### config.mk
export PLATFORM = sky130hd
export DESIGN_NAME = dcache_ctrl_flat
export DESIGN_NICKNAME = d
export VERILOG_FILES = /design/src/rtl/dcache_ctrl_if.sv /design/src/rtl/dcache_ctrl.sv /design/src/flat_wrapper.sv
export SDC_FILE = /design/constraint.sdc
export NUM_CORES = 2
export LEC_CHECK = 0
export CAP_MARGIN = 25
export CORE_MARGIN = 5
export CORE_UTILIZATION = 36
export CTS_CLUSTER_SIZE = 24
export DETAILED_ROUTE_END_ITERATION = 6
export GPL_TIMING_DRIVEN = 0
export PLACE_DENSITY = 0.59
export SETUP_SLACK_MARGIN = 0.5
export SYNTH_ARGS = -nofsm -noshare
export SYNTH_HDL_FRONTEND = slang
export SYNTH_SLANG_ARGS = --single-unit
### constraint.sdc
create_clock -name clock -period 9.2 [get_ports clock]
set_input_delay 1.38 -clock clock [delete_from_list [all_inputs] [get_ports clock]]
set_output_delay 1.38 -clock clock [all_outputs]
set_load 0.1 [all_outputs]
### src/rtl/dcache_ctrl_if.sv
// Signal bundle between dcache_ctrl and its environment: the CPU word
// load/store port and the Dmem 256-bit block port.
interface dcache_ctrl_if #(
    parameter int MEM_ADDR_W = 5
);
    logic                    cpu_ren;
    logic                    cpu_wen;
    logic [MEM_ADDR_W+4:0]   cpu_addr;
    logic [31:0]             cpu_wdata;
    logic [31:0]             cpu_rdata;
    logic                    cpu_stall;
    logic                    mem_ren;
    logic                    mem_wen;
    logic [MEM_ADDR_W-1:0]   mem_block_address;
    logic [255:0]            mem_din;
    logic [255:0]            mem_dout;
    logic                    mem_ready;
    logic                    mem_done;

    // The cache controller is the slave of the CPU and the master of Dmem.
    modport slave (
        input  cpu_ren, cpu_wen, cpu_addr, cpu_wdata,
        output cpu_rdata, cpu_stall,
        output mem_ren, mem_wen, mem_block_address, mem_din,
        input  mem_dout, mem_ready, mem_done
    );

    modport master (
        output cpu_ren, cpu_wen, cpu_addr, cpu_wdata,
        input  cpu_rdata, cpu_stall,
        input  mem_ren, mem_wen, mem_block_address, mem_din,
        output mem_dout, mem_ready, mem_done
    );
endinterface

### src/rtl/dcache_ctrl.sv
// Direct-mapped, write-back, write-allocate L1 data cache controller with
// zero-cycle hits and whole-block writeback/refill through Dmem.
module dcache_ctrl #(
    parameter int NUM_LINES  = 4,
    parameter int MEM_ADDR_W = 5
) (
    input logic          clock,
    input logic          reset,
    dcache_ctrl_if.slave bus
);
    localparam int IDX_W  = $clog2(NUM_LINES);
    localparam int TAG_W  = MEM_ADDR_W - IDX_W;
    localparam int ADDR_W = MEM_ADDR_W + 5;

    typedef enum logic [1:0] {IDLE, WRITEBACK, ALLOCATE} state_t;

    state_t                state_q, state_d;
    logic [NUM_LINES-1:0]  lineValid_q, lineDirty_q;
    logic [TAG_W-1:0]      lineTag_q  [NUM_LINES];
    logic [255:0]          lineData_q [NUM_LINES];
    logic [MEM_ADDR_W-1:0] reqBlk_q, reqBlk_d;
    logic                  memRen_q, memRen_d;
    logic                  memWen_q, memWen_d;
    logic [MEM_ADDR_W-1:0] memAddr_q, memAddr_d;
    logic [255:0]          memDin_q, memDin_d;

    logic [IDX_W-1:0]      cpuIdx, reqIdx;
    logic [TAG_W-1:0]      cpuTag, reqTag;
    logic [2:0]            cpuWord;
    logic                  cpuReq, cpuHit, storeHit, wbDone, refillDone;
    logic                  unusedByteBits;

    assign cpuWord        = bus.cpu_addr[4:2];
    assign cpuIdx         = bus.cpu_addr[IDX_W+4:5];
    assign cpuTag         = bus.cpu_addr[ADDR_W-1:IDX_W+5];
    assign unusedByteBits = ^bus.cpu_addr[1:0];
    assign reqIdx         = reqBlk_q[IDX_W-1:0];
    assign reqTag         = reqBlk_q[MEM_ADDR_W-1:IDX_W];

    assign cpuReq     = bus.cpu_ren | bus.cpu_wen;
    assign cpuHit     = lineValid_q[cpuIdx] && (lineTag_q[cpuIdx] == cpuTag);
    assign storeHit   = (state_q == IDLE) && bus.cpu_wen && cpuHit;
    assign wbDone     = (state_q == WRITEBACK) && memWen_q && bus.mem_done;
    assign refillDone = (state_q == ALLOCATE) && memRen_q && bus.mem_done;

    // Reset also resets the CPU, so nothing is stalled or returned while it is high.
    assign bus.cpu_stall = ~reset & ((state_q != IDLE) | (cpuReq & ~cpuHit));
    assign bus.cpu_rdata = (~reset && state_q == IDLE && bus.cpu_ren && !bus.cpu_wen && cpuHit)
                         ? lineData_q[cpuIdx][{cpuWord, 5'b0} +: 32] : 32'h0;

    assign bus.mem_ren           = memRen_q;
    assign bus.mem_wen           = memWen_q;
    assign bus.mem_block_address = memAddr_q;
    assign bus.mem_din           = memDin_q;

    // Address and data are only loaded together with raising a request, so
    // they stay frozen for the whole Dmem handshake.
    always_comb begin
        state_d   = state_q;
        reqBlk_d  = reqBlk_q;
        memRen_d  = memRen_q;
        memWen_d  = memWen_q;
        memAddr_d = memAddr_q;
        memDin_d  = memDin_q;
        unique case (state_q)
            IDLE: begin
                if (cpuReq && !cpuHit) begin
                    reqBlk_d = {cpuTag, cpuIdx};
                    state_d  = (lineValid_q[cpuIdx] && lineDirty_q[cpuIdx]) ? WRITEBACK : ALLOCATE;
                end
            end
            WRITEBACK: begin
                if (!memWen_q) begin
                    if (bus.mem_ready) begin
                        memWen_d  = 1'b1;
                        memAddr_d = {lineTag_q[reqIdx], reqIdx};
                        memDin_d  = lineData_q[reqIdx];
                    end
                end else if (bus.mem_done) begin
                    memWen_d = 1'b0;
                    state_d  = ALLOCATE;
                end
            end
            ALLOCATE: begin
                if (!memRen_q) begin
                    if (bus.mem_ready) begin
                        memRen_d  = 1'b1;
                        memAddr_d = reqBlk_q;
                    end
                end else if (bus.mem_done) begin
                    memRen_d = 1'b0;
                    state_d  = IDLE;
                end
            end
            default: state_d = IDLE;
        endcase
    end

    always_ff @(posedge clock or posedge reset) begin
        if (reset) begin
            state_q     <= IDLE;
            reqBlk_q    <= '0;
            memRen_q    <= 1'b0;
            memWen_q    <= 1'b0;
            memAddr_q   <= '0;
            memDin_q    <= '0;
            lineValid_q <= '0;
            lineDirty_q <= '0;
        end else begin
            state_q   <= state_d;
            reqBlk_q  <= reqBlk_d;
            memRen_q  <= memRen_d;
            memWen_q  <= memWen_d;
            memAddr_q <= memAddr_d;
            memDin_q  <= memDin_d;
            if (wbDone) begin
                lineDirty_q[reqIdx] <= 1'b0;
            end
            if (refillDone) begin
                lineValid_q[reqIdx] <= 1'b1;
                lineDirty_q[reqIdx] <= 1'b0;
            end
            if (storeHit) begin
                lineDirty_q[cpuIdx] <= 1'b1;
            end
        end
    end

    // Tag and data arrays carry no reset; valid bits alone guard them.
    always_ff @(posedge clock) begin
        if (refillDone) begin
            lineData_q[reqIdx] <= bus.mem_dout;
            lineTag_q[reqIdx]  <= reqTag;
        end
        if (storeHit) begin
            lineData_q[cpuIdx][{cpuWord, 5'b0} +: 32] <= bus.cpu_wdata;
        end
    end
endmodule

### src/flat_wrapper.sv
// flat-port wrapper written by rule: the top's interface ports become plain ports
module dcache_ctrl_flat 
#(
    parameter int NUM_LINES  = 4,
    parameter int MEM_ADDR_W = 5
)
  (clock, reset, bus_cpu_ren, bus_cpu_wen, bus_cpu_addr, bus_cpu_wdata, bus_cpu_rdata, bus_cpu_stall, bus_mem_ren, bus_mem_wen, bus_mem_block_address, bus_mem_din, bus_mem_dout, bus_mem_ready, bus_mem_done);
  dcache_ctrl_if #(.MEM_ADDR_W(MEM_ADDR_W)) bus_i ();
  input logic clock;
  input logic reset;
  input wire logic [$bits(bus_i.cpu_ren)-1:0] bus_cpu_ren;
  input wire logic [$bits(bus_i.cpu_wen)-1:0] bus_cpu_wen;
  input wire logic [$bits(bus_i.cpu_addr)-1:0] bus_cpu_addr;
  input wire logic [$bits(bus_i.cpu_wdata)-1:0] bus_cpu_wdata;
  output wire logic [$bits(bus_i.cpu_rdata)-1:0] bus_cpu_rdata;
  output wire logic [$bits(bus_i.cpu_stall)-1:0] bus_cpu_stall;
  output wire logic [$bits(bus_i.mem_ren)-1:0] bus_mem_ren;
  output wire logic [$bits(bus_i.mem_wen)-1:0] bus_mem_wen;
  output wire logic [$bits(bus_i.mem_block_address)-1:0] bus_mem_block_address;
  output wire logic [$bits(bus_i.mem_din)-1:0] bus_mem_din;
  input wire logic [$bits(bus_i.mem_dout)-1:0] bus_mem_dout;
  input wire logic [$bits(bus_i.mem_ready)-1:0] bus_mem_ready;
  input wire logic [$bits(bus_i.mem_done)-1:0] bus_mem_done;
  assign bus_i.cpu_ren = bus_cpu_ren;
  assign bus_i.cpu_wen = bus_cpu_wen;
  assign bus_i.cpu_addr = bus_cpu_addr;
  assign bus_i.cpu_wdata = bus_cpu_wdata;
  assign bus_cpu_rdata = bus_i.cpu_rdata;
  assign bus_cpu_stall = bus_i.cpu_stall;
  assign bus_mem_ren = bus_i.mem_ren;
  assign bus_mem_wen = bus_i.mem_wen;
  assign bus_mem_block_address = bus_i.mem_block_address;
  assign bus_mem_din = bus_i.mem_din;
  assign bus_i.mem_dout = bus_mem_dout;
  assign bus_i.mem_ready = bus_mem_ready;
  assign bus_i.mem_done = bus_mem_done;
  dcache_ctrl #(.NUM_LINES(NUM_LINES), .MEM_ADDR_W(MEM_ADDR_W)) u_core (.clock(clock), .reset(reset), .bus(bus_i));
endmodule
* After elaboration in Yosys (flattened, before gate mapping)
Memories as Yosys holds them, arrays and structs flattened. A register that Yosys moved wholly into a read port is not among the register bits.
Cells that the tools add are included.
** Storage, ports and cells
- Register bits after elaboration :: 22
- Memory bits (writable) :: 1036
- Bits of input ports :: 304
- Output and inout port bits :: 296
- Word-level logic and storage cells :: 101
- Memories :: 2
** Memory list
- u_core.lineData_q :: depth 4, width 256, rd ports 2, clocked after Yosys merged registers in 1, wr ports 1, RTL line dcache_ctrl.sv:20 : logic [255:0] lineData_q [NUM_LINES];
- u_core.lineTag_q :: depth 4, width 3, rd ports 2, clocked after Yosys merged registers in 0, wr ports 1, RTL line dcache_ctrl.sv:19 : logic [TAG_W-1:0] lineTag_q [NUM_LINES];
** Operators by class
- Add/sub/neg operators :: 1
- Order comparisons :: 4
- Equal/unequal tests :: 12
- Shift-type cells :: 3
- Muxes and demuxes :: 35
- Bitwise gates (word level) :: 12
- Reductions and logical operators :: 25
** Operator list (number)
- 256-bit two-way mux :: 3
- 256-bit OR reduction :: 1
- 32-bit by 10-bit variable shift with 256-bit output, first input constant :: 1
- 256-bit by 9-bit indexed part select with 32-bit output :: 1
- 32-bit by 10-bit indexed part select with 256-bit output :: 1
- 32-bit two-way mux :: 1
- 5-bit two-way mux :: 4
- 1-bit logical AND :: 15
- 2-bit two-way mux :: 7
- 2-bit != test, second input constant :: 7
- 4-bit two-way mux :: 3
- 1-bit two-way mux :: 11
- 8-bit negation with 10-bit output :: 1
- 5-bit case mux with 2 select lines :: 1
- 5-bit AND reduction :: 2
- 4-bit bitwise AND :: 2
- 4-bit OR :: 2
- 2-bit by 3-bit < comparator with 1-bit output, second input constant :: 2
- 2-bit case mux with 3 select lines :: 1
- 1-bit binary-select mux with 2-bit select :: 2
- 1-bit demux with 2-bit select :: 2
- 2-bit by 1-bit >= comparator with 1-bit output, second input constant :: 2
- 2-bit by 1-bit != test with 1-bit output, second input constant :: 2
- 4-bit NOT :: 1
- 11 further kinds :: 17

* Logic depth before layout (Yosys ltp)
- Depth after elaboration :: 11
- Mapped depth :: 14
- Depth with buffers taken out :: 9

* Worst setup path before layout
Ideal clock, no wire load.
- Kind :: input-to-output
- Start :: in bus_cpu_addr[6]
- End :: out bus_cpu_rdata[22]
- Data arrival time :: 5798 ps
- Data required time :: 7820 ps
- Setup slack :: 2022 ps
- Stages :: 7
- Buffers on the path :: 3
- Cell sequence :: buf_2 -> clkbuf_1 -> clkbuf_1 -> mux4_2 -> mux4_2 -> mux2i_1 -> nor4b_1
** Between the ends
- Longest elaborated chain between the ends :: 5
- Elaborated cells on any way between the ends :: 9
- Those cells by class :: eq/ne: 1; shift: 1; mux: 3; reduce/logical: 2; memory: 2
** RTL lines
- start, declared :: RTL line flat_wrapper.sv:13 : input wire logic [$bits(bus_i.cpu_addr)-1:0] bus_cpu_addr;
- branches (longest 4 deep; another with memory read 4 x 256 bit)
- 32-bit two-way mux * :: RTL line dcache_ctrl.sv:49 : ? lineData_q[cpuIdx][{cpuWord, 5'b0} +: 32] : 32'h0;
- end, declared :: RTL line flat_wrapper.sv:15 : output wire logic [$bits(bus_i.cpu_rdata)-1:0] bus_cpu_rdata;
Mark *: on every way between the ends. The select of a mux whose other input is x is not followed.

* Worst setup path in the final report
- Start :: in bus_cpu_addr[6]
- End :: out bus_cpu_rdata[7]
Same word-level chain as after synthesis.

==> results_dict.tcl <==
set metrics [dict create \
    utilization_pct 45.3 \
    drive_gt1_share_pct 30.2 \
    synthFlopType "edfxtp_1" \
    grt_pass1_wl_um 332000 \
    synth_warnings 0 \
    synth-edff-count 1036 \
    end_kind "primary output" \
    grt_pass1_vias 39000 \
    via_count 38700 \
    tightest_slew_ps 1170 \
    clock_path_buffers 3 \
    switching_share_pct 38.3 \
    p_per_area_nw_per_um2 273 \
    ctsResizeCount 0 \
    clock-root-buffer "clkbuf_16" \
    synth_commonest_cells "1036 x edfxtp_1, 582 x mux4_2, 319 x inv_1, 304 x nand2_1, 278 x dfrtp_1" \
    synth-async-reset-ratio_pct 21.2 \
    power.total_mw 21.0 \
    post-synth-top-count-cell "edfxtp_1" \
    track_usage_pct 27.4 \
    final_cell_area_um2 76800 \
    dieArea_um2 179000 \
    rsz0062_at_grt "false" \
    wl_met2_um 118000 \
    synth.top_cell.area_share_pct 50.6 \
    grt_max_degree 41 \
    detail-route-antenna-nets 0 \
    status "complete, no violations" \
    comb_power_share_pct 37.5 \
    synth_area_leaders "edfxtp_1 51%, mux4_2 21%, dfrtp_1 11%" \
    vias_per_cell 5.84 \
    routed.top_layer "met5" \
    hold_class "reg2reg" \
    fin_tns_setup_ps 0 \
    cp.required_ps 7820 \
    clk_pin_slew_worst_paths_ps 60 \
    post_cts_buffers 0 \
    io_pins 600 \
    p_seq_share_pct 34.6 \
    initial_core_util_pct 36.3 \
    ys_ff_latch 1314 \
    antenna_found_initial 48 \
    cts_buffers 146 \
    first_pass_iters 5 \
    core_um2 170000 \
    stdcell_count 6634 \
    vdd_drop_max_mv 0.226 \
    place.gp.congestion 0.952 \
    finalSetupViolCount 0 \
    cts.sinks 1314 \
    cpPeakStageDelay_ps 1260 \
    die_w_um 423 \
    post-synth-top-area-cell "edfxtp_1" \
    p_leak_nw 26.7 \
    wire_per_inst_um 37.6 \
    hold_violations 0 \
    period_share_pct 82.0 \
    cap_violations 0 \
    finClkSkew_ps 23.0 \
    power.switching_mw 8.03 \
    cp-start-kind "primary input" \
    syn_nets 3776 \
    path_class "in2out" \
    nets 4576 \
    postCtsHoldBufs 0 \
    crit_slowest_cell "clkdlybuf4s50_1" \
    areaGrowthSynthToFinish_pct 24.8 \
    wirelength_um 250000 \
    first_iter_violations 4947 \
    hpwl_um 189000 \
    drc 0 \
    grt_overflow 0 \
    dpl_cell_area_um2 71700 \
    numPortBuffers 564 \
    final_max_slew_viol_count 0 \
    cp.arrival_ps 6160 \
    die_y_um 423 \
    dp_slack_ps 1630 \
    synth_seq_area_share_pct 61.9 \
    max_slew_margin_pct 21.9 \
    synth.distinct_cells 41 \
    tritoncts "yes" \
    clk_latency_ps 810 \
    syn_area_per_cell_um2 17.7 \
    setup_slack_ps 1660 \
    syn_inst 3469 \
    power.internal_mw 12.9 \
    fin_crit_ps 7540 \
    wl_met3_um 24300 \
    clock_power_share_pct 27.9 \
    rows 151 \
    wl_met1_um 88500 \
    path_max_fanout 10 \
    fmaxAchievable_mhz 133 \
    syn_area_um2 61500 \
    hold_slack_ps 471 \
    path_cells "buf_2 > clkbuf_1 > buf_2 > buf_1 > mux4_2 > mux4_2 > inv_1 > o22ai_1 > clkdlybuf4s50_1" \
    htreeDepth 4 \
    placedCellCount 6324 \
]
## path summary, 6_finish.rpt
check	from	end	slack, ps	cells past startpoint
min in group asynchronous	reset	u_core.bus.mem_din[7]	1330	2
max in group asynchronous	reset	u_core.bus.mem_din[171]	6670	5
setup / recovery	bus_cpu_addr[6]	bus_cpu_rdata[7]	1660	9
hold reg to reg	u_core.lineValid_q[1]	u_core.lineValid_q[1]	470	1
hold / removal	u_core.lineValid_q[1]	u_core.lineValid_q[1]	470	1
setup reg to reg	u_core.reqBlk_q[1]	u_core.lineData_q[3][112]	5380	8
## power by group through the flow
stage | clock network [mW] | registers (mW) | logic (mW)
finish | 5.85 | 7.25 | 7.86
global route | 6.16 | 7.30 | 8.04
CTS | 5.88 | 7.26 | 7.78
detailed placement | 0 | 7.38 | 7.76
global placement | 0 | 7.38 | 7.51
floorplan | 0 | 9.70 | 2.63
## metal layers
metal  vias to the layer above  global-route usage, %
li1                      15200                      -
met5                         -                      0
met3                       510                   6.67
met2                      2394                   43.5
met1                     20700                   33.7
met4                         6                   17.3
## cells in the final DEF (no fill, tap or decap), types with 22 or more instances in the layout
master           count
buf_1               31
buf_12              35
nor2_4              32
mux2_2             263
edfxtp_1          1036
dfrtp_1            278
mux2i_1            260
clkdlybuf4s50_1    564
clkinv_2            22
clkbuf_1           173
o22ai_2             30
nand2_1            304
diode_2             22
buf_6               35
buf_8               24
mux4_2             582
inv_1              318
clkbuf_16          152
buf_16              22
buf_2               68
## worst max-delay path: cells and delay by family
family | cells | cell delay (ps)
AOI/OAI and AO/OA | 1 | 490
muxes | 2 | 740
buffers and inverters | 6 | 3520
## area by class of cell
class                   instances  area, um2
repair buffers                652       7380
plain buffers                 258       1290
inverters                     319       1200
fillers                     14700      92900
clock buffers                 215       4200
flip-flops and latches       1314      38100
multi-input cells            1578      21300
well taps                    2218       2780
diodes                         22       55.1
clock inverters                58        534
## sequential cells by signal (all words and copies together), names as in the netlist, 2 cells and up
register,count
u_core.bus.mem_block_address,5
u_core.bus.mem_din,256
u_core.lineData_q,1024
u_core.lineDirty_q,4
u_core.lineTag_q,12
u_core.lineValid_q,4
u_core.reqBlk_q,5
u_core.state_q,2
## cells by family (layout without fill, tap and decap cells)
kind of cell             after synthesis  after routing  share of synthesized area (%)
AND/OR/NAND/NOR                      392            392                           2.56
adder cells (fa/ha/maj)                3              3                         0.0610
AO/OA/AOI/OAI                         69             69                           1.00
XOR/XNOR                               5              5                          0.102
other                                  0             22                              0
buffers and inverters                577           1502                           3.97
multiplexers                        1109           1109                           30.4
flip-flops                          1314           1314                           61.9
No activity file was read; power rests on OpenSTA's default activity.
